===== src/rtl/sequence_generator.sv =====
// Serial 01[0*]1 pattern transmitter with per-bit valid strobe and a 0-99
// completed-pattern counter shown on two active-low 7-segment digits.
module sequence_generator #(
    parameter int ZW = 4
) (
    input  logic          clk,
    input  logic          rst,
    input  logic          ena,
    input  logic          start,
    input  logic [ZW-1:0] zeros,
    output logic          ready,
    output logic          busy,
    output logic          sig_out,
    output logic          sig_valid,
    output logic          done,
    output logic [6:0]    disp0,
    output logic [6:0]    disp1,
    output logic [2:0]    state_dbg
);

    typedef enum logic [2:0] {
        IDLE  = 3'd0,
        LEAD0 = 3'd1,
        ONE1  = 3'd2,
        ZERO  = 3'd3,
        ONE2  = 3'd4
    } state_t;

    localparam logic [6:0] SEG_ZERO = 7'b1000000;

    state_t        state, state_nxt;
    logic [ZW-1:0] zcnt, zcnt_nxt;
    logic [6:0]    count;
    logic [3:0]    ones, tens;
    logic          accept;

    function automatic logic [6:0] seg7(input logic [3:0] d);
        case (d)
            4'd0:    seg7 = 7'b1000000;
            4'd1:    seg7 = 7'b1111001;
            4'd2:    seg7 = 7'b0100100;
            4'd3:    seg7 = 7'b0110000;
            4'd4:    seg7 = 7'b0011001;
            4'd5:    seg7 = 7'b0010010;
            4'd6:    seg7 = 7'b0000010;
            4'd7:    seg7 = 7'b1111000;
            4'd8:    seg7 = 7'b0000000;
            4'd9:    seg7 = 7'b0011000;
            default: seg7 = 7'b0000111;
        endcase
    endfunction

    // Handshake: a request transfers on a rising edge where start, ready and
    // ena are all 1; ready is high in IDLE and in ONE2 so patterns can abut.
    assign ready     = (state == IDLE) || (state == ONE2);
    assign busy      = (state != IDLE);
    assign accept    = start && ready && ena;
    assign state_dbg = state;

    assign ones = 4'(count % 7'd10);
    assign tens = 4'(count / 7'd10);

    always_comb begin
        state_nxt = state;
        zcnt_nxt  = zcnt;
        if (ena) begin
            case (state)
                IDLE: begin
                    if (accept) begin
                        state_nxt = LEAD0;
                        zcnt_nxt  = zeros;
                    end
                end
                LEAD0: state_nxt = ONE1;
                ONE1:  state_nxt = (zcnt == '0) ? ONE2 : ZERO;
                ZERO: begin
                    if (zcnt > ZW'(1)) zcnt_nxt = zcnt - 1'b1;
                    else               state_nxt = ONE2;
                end
                ONE2: begin
                    if (accept) begin
                        state_nxt = LEAD0;
                        zcnt_nxt  = zeros;
                    end else begin
                        state_nxt = IDLE;
                    end
                end
                default: state_nxt = IDLE;
            endcase
        end
    end

    // Line outputs are registered from the next state so each bit lines up
    // with the cycle its state occupies.
    always_ff @(posedge clk or posedge rst) begin
        if (rst) begin
            state     <= IDLE;
            zcnt      <= '0;
            count     <= '0;
            sig_out   <= 1'b0;
            sig_valid <= 1'b0;
            done      <= 1'b0;
            disp0     <= SEG_ZERO;
            disp1     <= SEG_ZERO;
        end else begin
            state <= state_nxt;
            zcnt  <= zcnt_nxt;
            if (ena) begin
                sig_valid <= (state_nxt != IDLE);
                sig_out   <= (state_nxt == ONE1) || (state_nxt == ONE2);
                done      <= (state_nxt == ONE2);
                if (state == ONE2)
                    count <= (count == 7'd99) ? 7'd0 : count + 7'd1;
                disp0 <= seg7(ones);
                disp1 <= seg7(tens);
            end else begin
                sig_valid <= 1'b0;
                done      <= 1'b0;
            end
        end
    end

endmodule


===== config.mk =====
export PLATFORM = sky130hd
export DESIGN_NAME = sequence_generator
export DESIGN_NICKNAME = d
export VERILOG_FILES = /design/src/rtl/sequence_generator.sv
export SDC_FILE = /design/constraint.sdc
export NUM_CORES = 1
export LEC_CHECK = 0
export ABC_AREA = 1
export CAP_MARGIN = 20
export CORE_ASPECT_RATIO = 0.8
export CORE_MARGIN = 4
export CORE_UTILIZATION = 30
export DETAILED_ROUTE_END_ITERATION = 12
export PLACE_DENSITY = 0.51
export SLEW_MARGIN = 5
export SYNTH_ARGS = -nofsm -noshare
export SYNTH_HDL_FRONTEND = slang
export SYNTH_SLANG_ARGS = --single-unit

===== constraint.sdc =====
create_clock -name clk -period 3.4 [get_ports clk]
set_clock_uncertainty 0.15 [all_clocks]
set_input_delay 0.68 -clock clk [delete_from_list [all_inputs] [get_ports clk]]
set_output_delay 0.68 -clock clk [all_outputs]
set_load 0.01 [all_outputs]

# Yosys cells after proc, flatten, opt, wreduce, memory -nomap -nowiden
# Memory sizes are Yosys's and may differ from the RTL's. A register that Yosys moved wholly into a read port is not among the register bits.
# Index checks and enable logic that the tools add are counted.
# word_totals
input_bits,8
elab_cells,46
rom_bits,224
output_inout_bits,22
register_bits,17
mem_count,2
# classes
mux,12
n_lt_le_gt_ge,1
div_mod_pow,2
n_reduce_logical,12
n_eq_ne,9
n_addsub,2
# memory_table
memory,depth,word_bits,read_ports,rd_ports_with_merged_regs,wr,line_no,text
(name not given),16,7,1,1,0,38,case (d)
(name not given),16,7,1,1,0,38,
# op_table
operator,count
case mux 3 bit (5 select lines),1
two-way mux 3 bit,4
equality test 3 x 2 -> 1 bit (second input constant),3
two-way mux 4 bit,2
case mux 4 bit (2 select lines),1
adder 7 x 1 -> 7 bit (second input constant),1
divider 7 x 4 -> 7 bit (second input constant),1
equality test 7 bit (second input constant),1
remainder unit 7 x 4 -> 7 bit (second input constant),1
two-way mux 7 bit,1
equality test 3 bit (second input constant),2
nonzero test 3 bit,2
> comparator 4 x 1 -> 1 bit (second input constant),1
logical NOT 4 bit,1
AND reduction 4 bit,1
subtractor 4 x 1 -> 4 bit (second input constant),1
equality test 3 x 1 -> 1 bit (second input constant),1
logical NOT 3 bit,1
two-way mux 1 bit,3
logical AND 1 bit,2
logical OR 1 bit,2
!= test 2 x 1 -> 1 bit (second input constant),1
!= test 2 bit (second input constant),1
AND reduction 2 bit,1
other kinds (2),2

# Depth between registers and ports, before layout
# depth
ltp_word,9
ltp_mapped,25
depth_no_buf,25

# Worst setup path before layout
# No wires, ideal clock.
# synth_timing
kind,register to register
from,reg count[4]
to,reg disp0[1]
setup_time_ps,73
path_slack_ps,476
t_arrival_ps,2701
path_stages_with_launch,26
required_time_ps,3177
path_buffers,0
synth_period_minus_slack_ps,2924
path_cell_list,dfrtp_1 > inv_2 > nand2_1 > nor2_1 > inv_1 > nand3_2 > nand2_2 > nand2_2 > nand2_4 > nand2_2 > nand2_1 > nand2_1 > inv_2 > ha_1 > inv_1 > nand3_4 > nand3_4 > nand2_2 > nand2_2 > inv_1 > ha_1 > inv_1 > nand3_1 > nand2_1 > inv_1 > a21oi_2
# synth_via
elab_chain_len,1
# synth_lines
element,line_no,text
start: declaration,33,logic [6:0] count;
start signal: assignment,113,count <= (count == 7'd99) ? 7'd0 : count + 7'd1;
remainder unit 7 x 4 -> 7 bit,60,assign ones = 4'(count % 7'd10);
end: declaration,16,"output logic [6:0] disp0,"
# No other way between the ends.
# A chain may end at the register's enable or synchronous reset.

# Final worst setup path
# Ends and elaborated chain as after synthesis.

==> summary.txt <==
Logic synthesis
  • Syn Std Cell Area: 2130 um2
  • Most numerous cell in the Yosys netlist: sky130_fd_sc_hd__nand2_1
  • Sequential share of the synthesized area: 36.5%
  • Fraction of synthesized cell area taken by the top area cell type: 34.0%
  • Count of synthesis-stage warnings from yosys: 0
  • Post-synth EDFFs: 0
  • Cell taking the most area after synthesis: sky130_fd_sc_hd__dfrtp_1
  • Number of different library cells in the post-synthesis netlist: 34
  • FF+latch count, synth: 31
  • Gate count after technology mapping: 274
  • Number of nets produced by synthesis: ~300
  • Post-synthesis async set-or-reset flop share: between 90% and 100%
  • Avg Inst Size Synth: 7.79 um2
  • Predominant post-synthesis flop cell: sky130_fd_sc_hd__dfrtp_1
  • Most frequent cells after synthesis: 61 x sky130_fd_sc_hd__nand2_1, 37 x sky130_fd_sc_hd__inv_1, 29 x sky130_fd_sc_hd__dfrtp_1
  • Main area contributors after synthesis: sky130_fd_sc_hd__dfrtp_1 34%, sky130_fd_sc_hd__nand2_1 11%, sky130_fd_sc_hd__ha_1 8.8%

Timing
  • FMAX: 320 MHz
  • RSZ-0062 raised after global routing: no
  • Final period demand of the worst path: 3.12 ns
  • Final WS setup: between 0.2 and 0.3 ns
  • Share of the clock period used by the worst path after layout: 91.9%
  • Final setup viols: 0
  • Number of hold violations in the final report: 0
  • Worst-case headroom to the max-slew limit: a little over half
  • Total negative slack: 0 ns
  • Number of slew-limit violations in the final report: 0
  • Measured slew at the worst slew-check pin: between 0.6 and 0.7 ns
  • Hold Worst Slack: 0.321 ns

Clock network
  • Clock slew at the register clock pins of the worst setup and hold paths: about 0.07 ns
  • CTS Sinks: 31
  • CTS tree: built
  • Number of buffers added by the clock tree synthesis step: 5
  • CTS root buf: sky130_fd_sc_hd__clkbuf_8
  • Deepest clock path buffer count: 2
  • Latest clock arrival within the worst-skew pair: ~0.29 ns
  • H-tree depth reported by CTS: 2

Cells and area
  • Post-synthesis to final-layout area growth: 25.4%
  • Nets@finish: 334
  • Count of fill cells added during filler insertion: approximately 750
  • Non-filler cells, final: 399
  • Fraction of final layout cells with drive strength greater than 1: approximately 16%
  • Antenna Diode Count: 0

Place
  • Half-perimeter wire length after detailed placement: 3.67 mm
  • Number of placed instances with taps included: slightly below 400
  • Setup WS pre-CTS: about 0.17 ns
  • Count of input and output buffers: 29
  • Global placement routability congestion: 0.811

Setup path
  • Worst-case register-to-register setup slack: between 0.2 and 0.3 ns
  • Crit path launch type: register
  • Cell family with the largest share of critical-path delay: simple AND/OR/NAND/NOR gates
  • Capturing element type of the critical path: register
  • CP max-delay cell: sky130_fd_sc_hd__dfrtp_2
  • Slowest cell delay on critical path: 0.44 ns
  • Worst endpoint required time: 3.47 ns
  • Arrival time of data at the critical path endpoint: 3.20 ns
  • Kind of critical path: register to register
  • Largest driver fanout on the critical path: 5
  • Critical path buffers and inverters: 7

Die
  • Die outline area: 8540 um2
  • Placeable Area: 6890 um2
  • Die extent in x: 102 um
  • IO Pins: 30
  • Die outline height: 83.4 um
  • Effective utilization at floorplan: 31.0%
  • Number of rows in the core area: 27

Detailed routing
  • Via count of the routed design: 1867
  • Ratio of routed vias to standard cells: 4.68
  • Detailed-route DRC error count: 0
  • Drt initial violations: 48
  • Total length of routed wires: 4.69 mm
  • Average detailed-routed wire length per instance: about 12 um
  • Remaining antenna violation count: 0
  • First drt pass iteration count: 4

Global routing
  • Overall routing resource usage: 11.8%
  • Number of global-route vias before repair: about 1700
  • First-pass GRT wire length: 8.16 mm
  • Initial antenna violation count: 0
  • Pin count of the biggest net entering global routing: 20
  • Congestion Overflow GR: 0

Worst hold path
  • Type of the tightest min-delay check: register to register

Outcome
  • Run status: finished, final reports clean

Run
  • Total of max-cap violations: 0
worst reg2reg max path, stage by stage (launching register included):
cell and delay [ns]:
sky130_fd_sc_hd__dfrtp_2 0.44, sky130_fd_sc_hd__inv_2 0.11, sky130_fd_sc_hd__nand2_1 0.09, sky130_fd_sc_hd__nor2_2 0.13, sky130_fd_sc_hd__inv_1 0.10, sky130_fd_sc_hd__nand3_2 0.10
sky130_fd_sc_hd__nand2_2 0.08, sky130_fd_sc_hd__nand2_2 0.10, sky130_fd_sc_hd__nand2_4 0.06, sky130_fd_sc_hd__nand2_2 0.11, sky130_fd_sc_hd__nand2_1 0.09, sky130_fd_sc_hd__nand2_1 0.10
sky130_fd_sc_hd__inv_2 0.05, sky130_fd_sc_hd__ha_1 0.17, sky130_fd_sc_hd__inv_1 0.10, sky130_fd_sc_hd__nand3_4 0.12, sky130_fd_sc_hd__nand3_4 0.08, sky130_fd_sc_hd__nand2_2 0.05
sky130_fd_sc_hd__nand2_2 0.13, sky130_fd_sc_hd__inv_1 0.08, sky130_fd_sc_hd__ha_1 0.30, sky130_fd_sc_hd__inv_1 0.06, sky130_fd_sc_hd__nand3_1 0.07, sky130_fd_sc_hd__nand2_1 0.06
sky130_fd_sc_hd__inv_1 0.04, sky130_fd_sc_hd__a21oi_2 0.10
what timing repair did:
item | 4_1_cts | 5_1_grt
buffers inserted | 0 | 2
hold buffers | 0 | 0
resized for setup | 0 | 3
endpoints found under the setup margin | 0 | 4
worst paths after layout:
path | from | end | cells after the start
worst min register to register | disp0[6] | disp0[6] | 2
worst min-delay path | disp0[6] | disp0[6] | 2
worst max register to register | count[4] | disp0[1] | 25
max in group asynchronous | rst | disp0[6] | 3
worst max-delay path | count[4] | disp0[1] | 25
min in group asynchronous | rst | state_dbg[0] | 2
final cells by class:
class / count / area, um2 / area share, %
clock buffer: 6 / 82.6 / 3.08
clock inverter: 2 / 35.0 / 1.31
inverter: 42 / 158 / 5.89
multi-input combinational: 198 / 1190 / 44.6
sequential: 31 / 779 / 29.1
tap: 87 / 109 / 4.07
timing repair buffer: 33 / 320 / 12.0
through the flow:
stage	area (um2)	util, %
after floorplan	2130	-
after global placement	2540	36.8
after detailed placement	2540	36.8
after CTS	2650	38.5
after global routing	2680	38.9
final	2680	38.9
layout by cell type (no fill, tap or decap), drive strengths merged:
master	count
dfrtp	29
a31oi	2
a21boi	1
a211oi	1
nand2	77
inv	42
nor4	1
nand3b	1
nor3	8
clkbuf	6
o31ai	1
nor2	19
clkdlybuf4s50	29
or4	1
xor2	3
nor3b	2
a32o	1
a21oi	10
dfstp	2
nand3	19
ha	15
nand4	6
o21ai	24
o211ai	4
or2	1
buf	4
bufinv	1
o22ai	1
clkinv	1
logic make-up (layout without fill, tap and decap cells):
| group | after synthesis | in the layout | share of synthesized area [%] |
|---|---|---|---|
| AO/OA/AOI/OAI | 45 | 45 | 12.7 |
| XOR/XNOR | 3 | 3 | 1.23 |
| adder cells (fa/ha/maj) | 15 | 15 | 8.79 |
| buffers and inverters | 45 | 83 | 7.97 |
| flip-flops | 31 | 31 | 36.5 |
| AND/OR/NAND/NOR | 135 | 135 | 32.9 |
registers in the layout (all words and copies together), names as in the netlist:
signal and cells:
disp0 7, state_dbg 3, zcnt 4, sig_out 1, done 1, sig_valid 1
count 7, disp1 7
routing by layer:
| metal | vias up | part of all wire, % | global-route usage, % | wire (um) |
|---|---|---|---|---|
| met4 | 0 | 0.92 | 3.58 | 43 |
| li1 | 965 | - | - | - |
| met1 | 857 | 51 | 17.0 | 2380 |
| met2 | 40 | 42 | 16.9 | 1990 |
| met3 | 5 | 5.9 | 3.36 | 278 |
| met5 | - | 0 | 0 | 0 |
Power is not shown: default switching activity piles up to over one toggle a cycle in this logic, so the estimate is an artifact.
